## config.mk

```make
export PLATFORM = sky130hd
export DESIGN_NAME = hp_bar_ctrl
export DESIGN_NICKNAME = d
export VERILOG_FILES = /design/src/rtl/hp_pkg.sv /design/src/rtl/hp_edge_det.sv /design/src/rtl/hp_bar_ctrl.sv
export SDC_FILE = /design/constraint.sdc
export NUM_CORES = 1
export LEC_CHECK = 0
export ABC_AREA = 1
export BUFFER_PORTS_ARGS = -buffer_cell sky130_fd_sc_hd__buf_2
export CORE_ASPECT_RATIO = 2
export CORE_MARGIN = 3
export CORE_UTILIZATION = 49
export DETAILED_ROUTE_END_ITERATION = 16
export MAX_ROUTING_LAYER = met4
export PLACE_DENSITY_LB_ADDON = 0.2
export SETUP_SLACK_MARGIN = 0.2
export SLEW_MARGIN = 20
export SYNTH_ARGS = -nofsm -noshare
export SYNTH_HDL_FRONTEND = slang
export SYNTH_SLANG_ARGS = --single-unit
```

## constraint.sdc

```tcl
create_clock -name pclk -period 3.5 [get_ports pclk]
set_input_delay 0.7 -clock pclk [delete_from_list [all_inputs] [get_ports pclk]]
set_output_delay 0.7 -clock pclk [all_outputs]
set_load 0.03 [all_outputs]
```

## src/rtl/hp_pkg.sv

```systemverilog
// Shared FSM encoding and overlay colours for the HP bar controller.
package hp_pkg;

    typedef enum logic [1:0] {
        ST_IDLE   = 2'd0,
        ST_ALIVE  = 2'd1,
        ST_INVULN = 2'd2,
        ST_DEAD   = 2'd3
    } hp_state_t;

    localparam logic [11:0] COL_FRAME = 12'hfff;
    localparam logic [11:0] COL_OK    = 12'h0f0;
    localparam logic [11:0] COL_LOW   = 12'hf00;
    localparam logic [11:0] COL_EMPTY = 12'h333;

endpackage

```

## src/rtl/hp_edge_det.sv

```systemverilog
// Single-flop rising-edge detector; the edge pulse is combinational from the
// live input and the registered history.
module hp_edge_det (
    input  logic pclk,
    input  logic rst,
    input  logic d,
    output logic rise
);

    logic d_q_r;

    // One cycle of input history
    always_ff @(posedge pclk) begin
        if (rst) begin
            d_q_r <= 1'b0;
        end else begin
            d_q_r <= d;
        end
    end

    assign rise = d & ~d_q_r;

endmodule

```

## src/rtl/hp_bar_ctrl.sv

```systemverilog
// Player HP state machine with an HP-bar overlay inserted into the VGA chain.
// Timing and pixel data pass through one register stage.
module hp_bar_ctrl
    import hp_pkg::*;
#(
    parameter int MAX_HP      = 5,
    parameter int HP_W        = 4,
    parameter int SEG_W       = 60,
    parameter int BAR_LEFT    = 361,
    parameter int BAR_TOP     = 737,
    parameter int BAR_H       = 50,
    parameter int BORDER      = 10,
    parameter int IFRAMES     = 60,
    parameter int FLASH_SHIFT = 3
) (
    input  logic            pclk,
    input  logic            rst,
    input  logic            game_on,
    input  logic            hit,
    input  logic [HP_W-1:0] dmg,
    input  logic            heal,
    input  logic [11:0]     hcount_in,
    input  logic [11:0]     vcount_in,
    input  logic            hsync_in,
    input  logic            vsync_in,
    input  logic            hblnk_in,
    input  logic            vblnk_in,
    input  logic [11:0]     rgb_in,
    output logic [11:0]     hcount_out,
    output logic [11:0]     vcount_out,
    output logic            hsync_out,
    output logic            vsync_out,
    output logic            hblnk_out,
    output logic            vblnk_out,
    output logic [11:0]     rgb_out,
    output logic [HP_W-1:0] hp,
    output logic            invuln,
    output logic            game_over
);

    localparam int IF_W = $clog2(IFRAMES + 1);
    localparam int FC_W = FLASH_SHIFT + 1;

    localparam logic [HP_W-1:0]   MAX_HP_V  = HP_W'(MAX_HP);
    localparam logic [HP_W+1:0]   MAX_HP_X  = (HP_W+2)'(MAX_HP);
    localparam logic [HP_W-1:0]   HP_ONE    = HP_W'(1);
    localparam logic [IF_W-1:0]   IFRAMES_V = IF_W'(IFRAMES);
    localparam logic [IF_W-1:0]   IF_ONE    = IF_W'(1);
    localparam logic [FC_W-1:0]   FC_ONE    = FC_W'(1);

    localparam logic [11:0] X_FILL_L = 12'(BAR_LEFT);
    localparam logic [11:0] X_FILL_R = 12'(BAR_LEFT + MAX_HP * SEG_W);
    localparam logic [11:0] Y_FILL_T = 12'(BAR_TOP);
    localparam logic [11:0] Y_FILL_B = 12'(BAR_TOP + BAR_H);
    localparam logic [11:0] X_FRM_L  = 12'(BAR_LEFT - BORDER);
    localparam logic [11:0] X_FRM_R  = 12'(BAR_LEFT + MAX_HP * SEG_W + BORDER);
    localparam logic [11:0] Y_FRM_T  = 12'(BAR_TOP - BORDER);
    localparam logic [11:0] Y_FRM_B  = 12'(BAR_TOP + BAR_H + BORDER);
    localparam logic [11:0] SEG_W_V  = 12'(SEG_W);

    function automatic logic [HP_W-1:0] sat_sub(input logic [HP_W-1:0] a,
                                                input logic [HP_W-1:0] b);
        logic [HP_W:0] diff;
        diff = {1'b0, a} - {1'b0, b};
        return diff[HP_W] ? '0 : diff[HP_W-1:0];
    endfunction

    logic hit_rise_s, heal_rise_s, game_on_rise_s, vsync_rise_s;

    hp_edge_det u_hit_edge   (.pclk(pclk), .rst(rst), .d(hit),      .rise(hit_rise_s));
    hp_edge_det u_heal_edge  (.pclk(pclk), .rst(rst), .d(heal),     .rise(heal_rise_s));
    hp_edge_det u_game_edge  (.pclk(pclk), .rst(rst), .d(game_on),  .rise(game_on_rise_s));
    hp_edge_det u_vsync_edge (.pclk(pclk), .rst(rst), .d(vsync_in), .rise(vsync_rise_s));

    hp_state_t       state_r, state_s;
    logic [HP_W-1:0] hp_r, hp_s;
    logic [IF_W-1:0] iframe_r, iframe_s;
    logic [FC_W-1:0] frame_cnt_r;
    logic [HP_W-1:0] hp_sub_s, hp_inc_s;

    assign hp_sub_s = sat_sub(hp_r, dmg);
    assign hp_inc_s = (hp_r >= MAX_HP_V) ? MAX_HP_V : (hp_r + HP_ONE);

    // Next-state, next-hp and i-frame counter; game_on low overrides everything
    always_comb begin
        state_s  = state_r;
        hp_s     = hp_r;
        iframe_s = iframe_r;
        if (!game_on) begin
            state_s  = ST_IDLE;
            hp_s     = MAX_HP_V;
            iframe_s = '0;
        end else begin
            case (state_r)
                ST_IDLE: begin
                    hp_s = MAX_HP_V;
                    if (game_on_rise_s) begin
                        state_s = ST_ALIVE;
                    end else begin
                        state_s = ST_IDLE;
                    end
                end
                ST_ALIVE: begin
                    // A real hit wins over a coincident heal
                    if (hit_rise_s && (dmg != '0)) begin
                        hp_s = hp_sub_s;
                        if (hp_sub_s == '0) begin
                            state_s = ST_DEAD;
                        end else begin
                            state_s  = ST_INVULN;
                            iframe_s = IFRAMES_V;
                        end
                    end else if (heal_rise_s) begin
                        hp_s = hp_inc_s;
                    end else begin
                        hp_s = hp_r;
                    end
                end
                ST_INVULN: begin
                    if (heal_rise_s) begin
                        hp_s = hp_inc_s;
                    end else begin
                        hp_s = hp_r;
                    end
                    if (vsync_rise_s) begin
                        if (iframe_r == IF_ONE) begin
                            state_s  = ST_ALIVE;
                            iframe_s = '0;
                        end else begin
                            iframe_s = iframe_r - IF_ONE;
                        end
                    end else begin
                        iframe_s = iframe_r;
                    end
                end
                ST_DEAD: begin
                    hp_s    = '0;
                    state_s = ST_DEAD;
                end
                default: begin
                    state_s  = ST_IDLE;
                    hp_s     = MAX_HP_V;
                    iframe_s = '0;
                end
            endcase
        end
    end

    // FSM, hp, frame counter and status flag registers
    always_ff @(posedge pclk) begin
        if (rst) begin
            state_r     <= ST_IDLE;
            hp_r        <= MAX_HP_V;
            iframe_r    <= '0;
            frame_cnt_r <= '0;
            invuln      <= 1'b0;
            game_over   <= 1'b0;
        end else begin
            state_r  <= state_s;
            hp_r     <= hp_s;
            iframe_r <= iframe_s;
            if (vsync_rise_s) begin
                frame_cnt_r <= frame_cnt_r + FC_ONE;
            end else begin
                frame_cnt_r <= frame_cnt_r;
            end
            invuln    <= (state_s == ST_INVULN);
            game_over <= (state_s == ST_DEAD);
        end
    end

    assign hp = hp_r;

    logic [11:0]   fill_x_s, fill_end_s, rgb_s;
    logic [HP_W+1:0] hp3_s;
    logic          in_fill_s, in_outer_s, lit_s, flash_off_s;

    assign fill_x_s    = 12'(hp_r) * SEG_W_V;
    assign fill_end_s  = X_FILL_L + fill_x_s;
    assign hp3_s       = {2'b00, hp_r} + {1'b0, hp_r, 1'b0};
    assign in_fill_s   = (hcount_in >= X_FILL_L) && (hcount_in < X_FILL_R) &&
                         (vcount_in >= Y_FILL_T) && (vcount_in < Y_FILL_B);
    assign in_outer_s  = (hcount_in >= X_FRM_L) && (hcount_in < X_FRM_R) &&
                         (vcount_in >= Y_FRM_T) && (vcount_in < Y_FRM_B);
    assign lit_s       = (hcount_in < fill_end_s);
    assign flash_off_s = (state_r == ST_INVULN) && frame_cnt_r[FLASH_SHIFT];

    // Overlay colour for the current pixel from registered hp/state
    always_comb begin
        rgb_s = rgb_in;
        if ((state_r != ST_IDLE) && !hblnk_in && !vblnk_in) begin
            if (in_outer_s && !in_fill_s) begin
                rgb_s = COL_FRAME;
            end else if (in_fill_s) begin
                if ((state_r == ST_DEAD) || flash_off_s || !lit_s) begin
                    rgb_s = COL_EMPTY;
                end else if (hp3_s > MAX_HP_X) begin
                    rgb_s = COL_OK;
                end else begin
                    rgb_s = COL_LOW;
                end
            end else begin
                rgb_s = rgb_in;
            end
        end else begin
            rgb_s = rgb_in;
        end
    end

    // One-cycle video pipeline stage
    always_ff @(posedge pclk) begin
        if (rst) begin
            hcount_out <= 12'd0;
            vcount_out <= 12'd0;
            hsync_out  <= 1'b0;
            vsync_out  <= 1'b0;
            hblnk_out  <= 1'b0;
            vblnk_out  <= 1'b0;
            rgb_out    <= 12'd0;
        end else begin
            hcount_out <= hcount_in;
            vcount_out <= vcount_in;
            hsync_out  <= hsync_in;
            vsync_out  <= vsync_in;
            hblnk_out  <= hblnk_in;
            vblnk_out  <= vblnk_in;
            rgb_out    <= rgb_s;
        end
    end

endmodule

```

==> out/qor.txt <==
Status: finished, violations left
Vias in the first global route: 3906
Port Buf Inserts: 94
Die W: 68.7 um
Vias per inst: 4.98
Layout cells sized above 1: 27.2%
Most frequent cells in the layout: nand2_1, nor2_1, buf_2, inv_1, dfxtp_1
Clk buf depth: 2
Static Leak: 2.61 nW
Hold_buf cts: 0
DR WL/cell: 12.7 um
Syn_area_per_cell: 6.91 sq um
Mux contribution to synthesized area: 0%
Clk slew on worst S/H paths: 50 ps
Ant. Diodes: 0
Final setup TNS: -3680 ps
Crit. End Element: register
Synth Register Bits: 61
Initial Util: 50.7%
Fmax: 257 MHz
Detailed Place HPWL: 8.01 mm
Via count: 3880
Final setup viols: 10
Die height: 131 um
Final hold vios: 0
GRT Total Usage: 24.4%
Antenna Nets Post-Route: 0
Row cnt: 45
Synth Area in Compound Gates: 7.34%
Cell Pwr Density: 412 nW/um^2
CP Data Required Time: 3760 ps
Largest family of logic cells by synthesized area: simple AND/OR/NAND/NOR gates
Max Cap Viol: 0
Netlist cell types: 35
Post-route setup slack: -396 ps
Slew Viols, Final: 0
Most common cell after layout, fill and taps aside: nand2_1
PnR Total Power: 2.07 mW
Syn. warnings: 0
Root Buffer Master: clkbuf_16
Pin slew with the least headroom to its limit: 750 ps
Area grow syn2layout: 30.4%
Arr. time, crit path: 4160 ps
First-pass GRT wire length: 16.3 mm
Nets: 771
Routed wire length: 9.91 mm
Grt ovf: 0
Simple-gate share of the synthesized area: 34.0%
Seq/Total Area, Yosys: 31.7%
Post-Synth Adder-Cell Area: 15.0%
Clock Latency Late Sink: 330 ps
Initial antenna violation count: 0
Cell count after synthesis: 557
CTS sink cnt: 61
Post-Syn Nets: 648
Failing checks: negative setup slack
Gpl congestion: 0.881
Syn Std Cell Area: 3850 sq um
Crit share post-route: 111%
Peak VDD IR: 0.000306 V
H-tree levels: 3
Largest net degree at the start of global routing: 39
TritonRoute pass-1 iters: 4
Residual DRC: 0
Cts bufs inserted: 9
CTS tree: done
Die footprint: 9020 sq um
R2R Setup Slk: -400 ps
DRT iter0 DRCs: 201
Max_slew headroom: 50.0%
Max Clock Skew: 4.95 ps
CP Class: register to register
Boundary Pins: 95
CP startpoint kind: register
RSZ-0062 raised after global routing: yes
HP Class: register to register
Crit path max fanout: 3
Area of the core: 7600 sq um
Final min period: 3900 ps
Synth Area in XOR/XNOR: 2.50%
[per-stage QoR]
stage | setup slack (ps) | cells | hold slack, ps | util (%) | area [sq um]
after floorplan | -200 | 557 | 435 | - | 3910
after global placement | -285 | 759 | 446 | 60.8 | 4620
after detailed placement | -442 | 759 | 462 | 60.8 | 4620
after CTS | -370 | 778 | 471 | 65.4 | 4970
after global routing | -652 | 779 | 512 | 66.0 | 5020
final | -396 | 779 | 473 | 66.0 | 5020
[Yosys cell counts]
library cell,number,share of area [%]
nand2_1,117,11
nor2_1,106,10
inv_1,90,8.8
dfxtp_1,61,32
ha_1,35,11
nand3_1,30,3.9
o21ai_0,18,2.3
a21oi_1,17,2.2
nand4_1,11,1.8
nand2_2,8,1.3
fa_1,7,3.6
nor3_1,6,0.78
xor2_1,6,1.4
xnor2_1,5,1.1
nor2_2,4,0.65
a21oi_2,3,0.68
inv_2,3,0.29
nand3b_1,3,0.58
nor2_4,3,0.88
o211ai_1,3,0.58
o21ai_2,3,0.68
buf_1,2,0.20
clkbuf_1,2,0.20
nand3_2,2,0.52
or2_1,2,0.32
a211oi_1,1,0.20
a21boi_0,1,0.20
a31oi_1,1,0.16
nand2_4,1,0.29
nand3_4,1,0.46
nor3_4,1,0.42
o21ai_1,1,0.13
o22ai_1,1,0.16
or2_0,1,0.16
or2_2,1,0.16
[final cells by class]
class / instances / area [sq um]
Clock buffer: 10 / 229
Clock inverter: 6 / 86.3
Fill cell: 684 / 2580
Inverter: 93 / 353
Multi-Input combinational cell: 399 / 2360
Sequential cell: 61 / 1230
Tap cell: 94 / 118
Timing Repair Buffer: 116 / 636
[cell families (layout without fill, tap and decap cells)]
logic type,Yosys count,in the layout
and+or+nand+nor,297,297
xor gates and xnor gates,11,11
DFF,61,61
adders and majority gates,42,42
AOI/OAI and AO/OA,49,49
buffers and inverters,97,225
[critical path, cell delays in order (launching register included)]
cell and delay [ps]:
dfxtp_4 350, fa_1 570, inv_2 50, fa_2 600, inv_2 50, ha_4 150
a21oi_2 130, nand2_2 70, or2_1 200, nand2_1 80, or2_1 120, nand2_1 60
or2_1 220, nand2_2 90, ha_4 200, a21oi_2 120, nor2_1 40, nor2_1 110
nand2_1 120, nor2_2 170, nand2_2 80, o21ai_2 100, nor2_1 60, nor2_1 90
[worst paths after layout]
| kind | startpoint | end | cells past startpoint |
|---|---|---|---|
| setup / recovery | hp[2] | rgb_out[6] | 23 |
| hold / removal | frame_cnt_r[2] | frame_cnt_r[2] | 2 |
| setup reg to reg | hp[2] | rgb_out[6] | 23 |
| hold reg to reg | frame_cnt_r[2] | frame_cnt_r[2] | 2 |
[flip-flops by register name, indices dropped and copies added (netlist names)]
signal and flops:
vcount_out 12, u_hit_edge.d_q_r 1, u_game_edge.d_q_r 1, vsync_out 1, vblnk_out 1, frame_cnt_r 4, hcount_out 12, invuln 1
game_over 1, hblnk_out 1, iframe_r 6, rgb_out 12, u_heal_edge.d_q_r 1, state_r 2, hsync_out 1, hp 4
[per-layer routing]
| layer | vias up | GRT usage [%] | wire [um] |
|---|---|---|---|
| li1 | 1979 | - | - |
| met1 | 1738 | 20.5 | 3230 |
| met2 | 121 | 45.2 | 5670 |
| met3 | 42 | 4.79 | 475 |
| met4 | 0 | 14.4 | 531 |
| met5 | - | - | 0 |
[timing repair]
item | CTS | global route
setup buffers | 3 | 1
gates resized for setup | 4 | 13
pin swaps | 5 | 15
endpoints found under the setup margin | 10 | 10
[power breakdown]
part	switching [mW]	total (mW)	internal [mW]
sequential	0.0108	0.737	0.726
clock	0.312	0.934	0.622
combinational	0.247	0.399	0.152
total	0.570	2.07	1.50
Note: power is estimated with default switching activity, not from simulation.
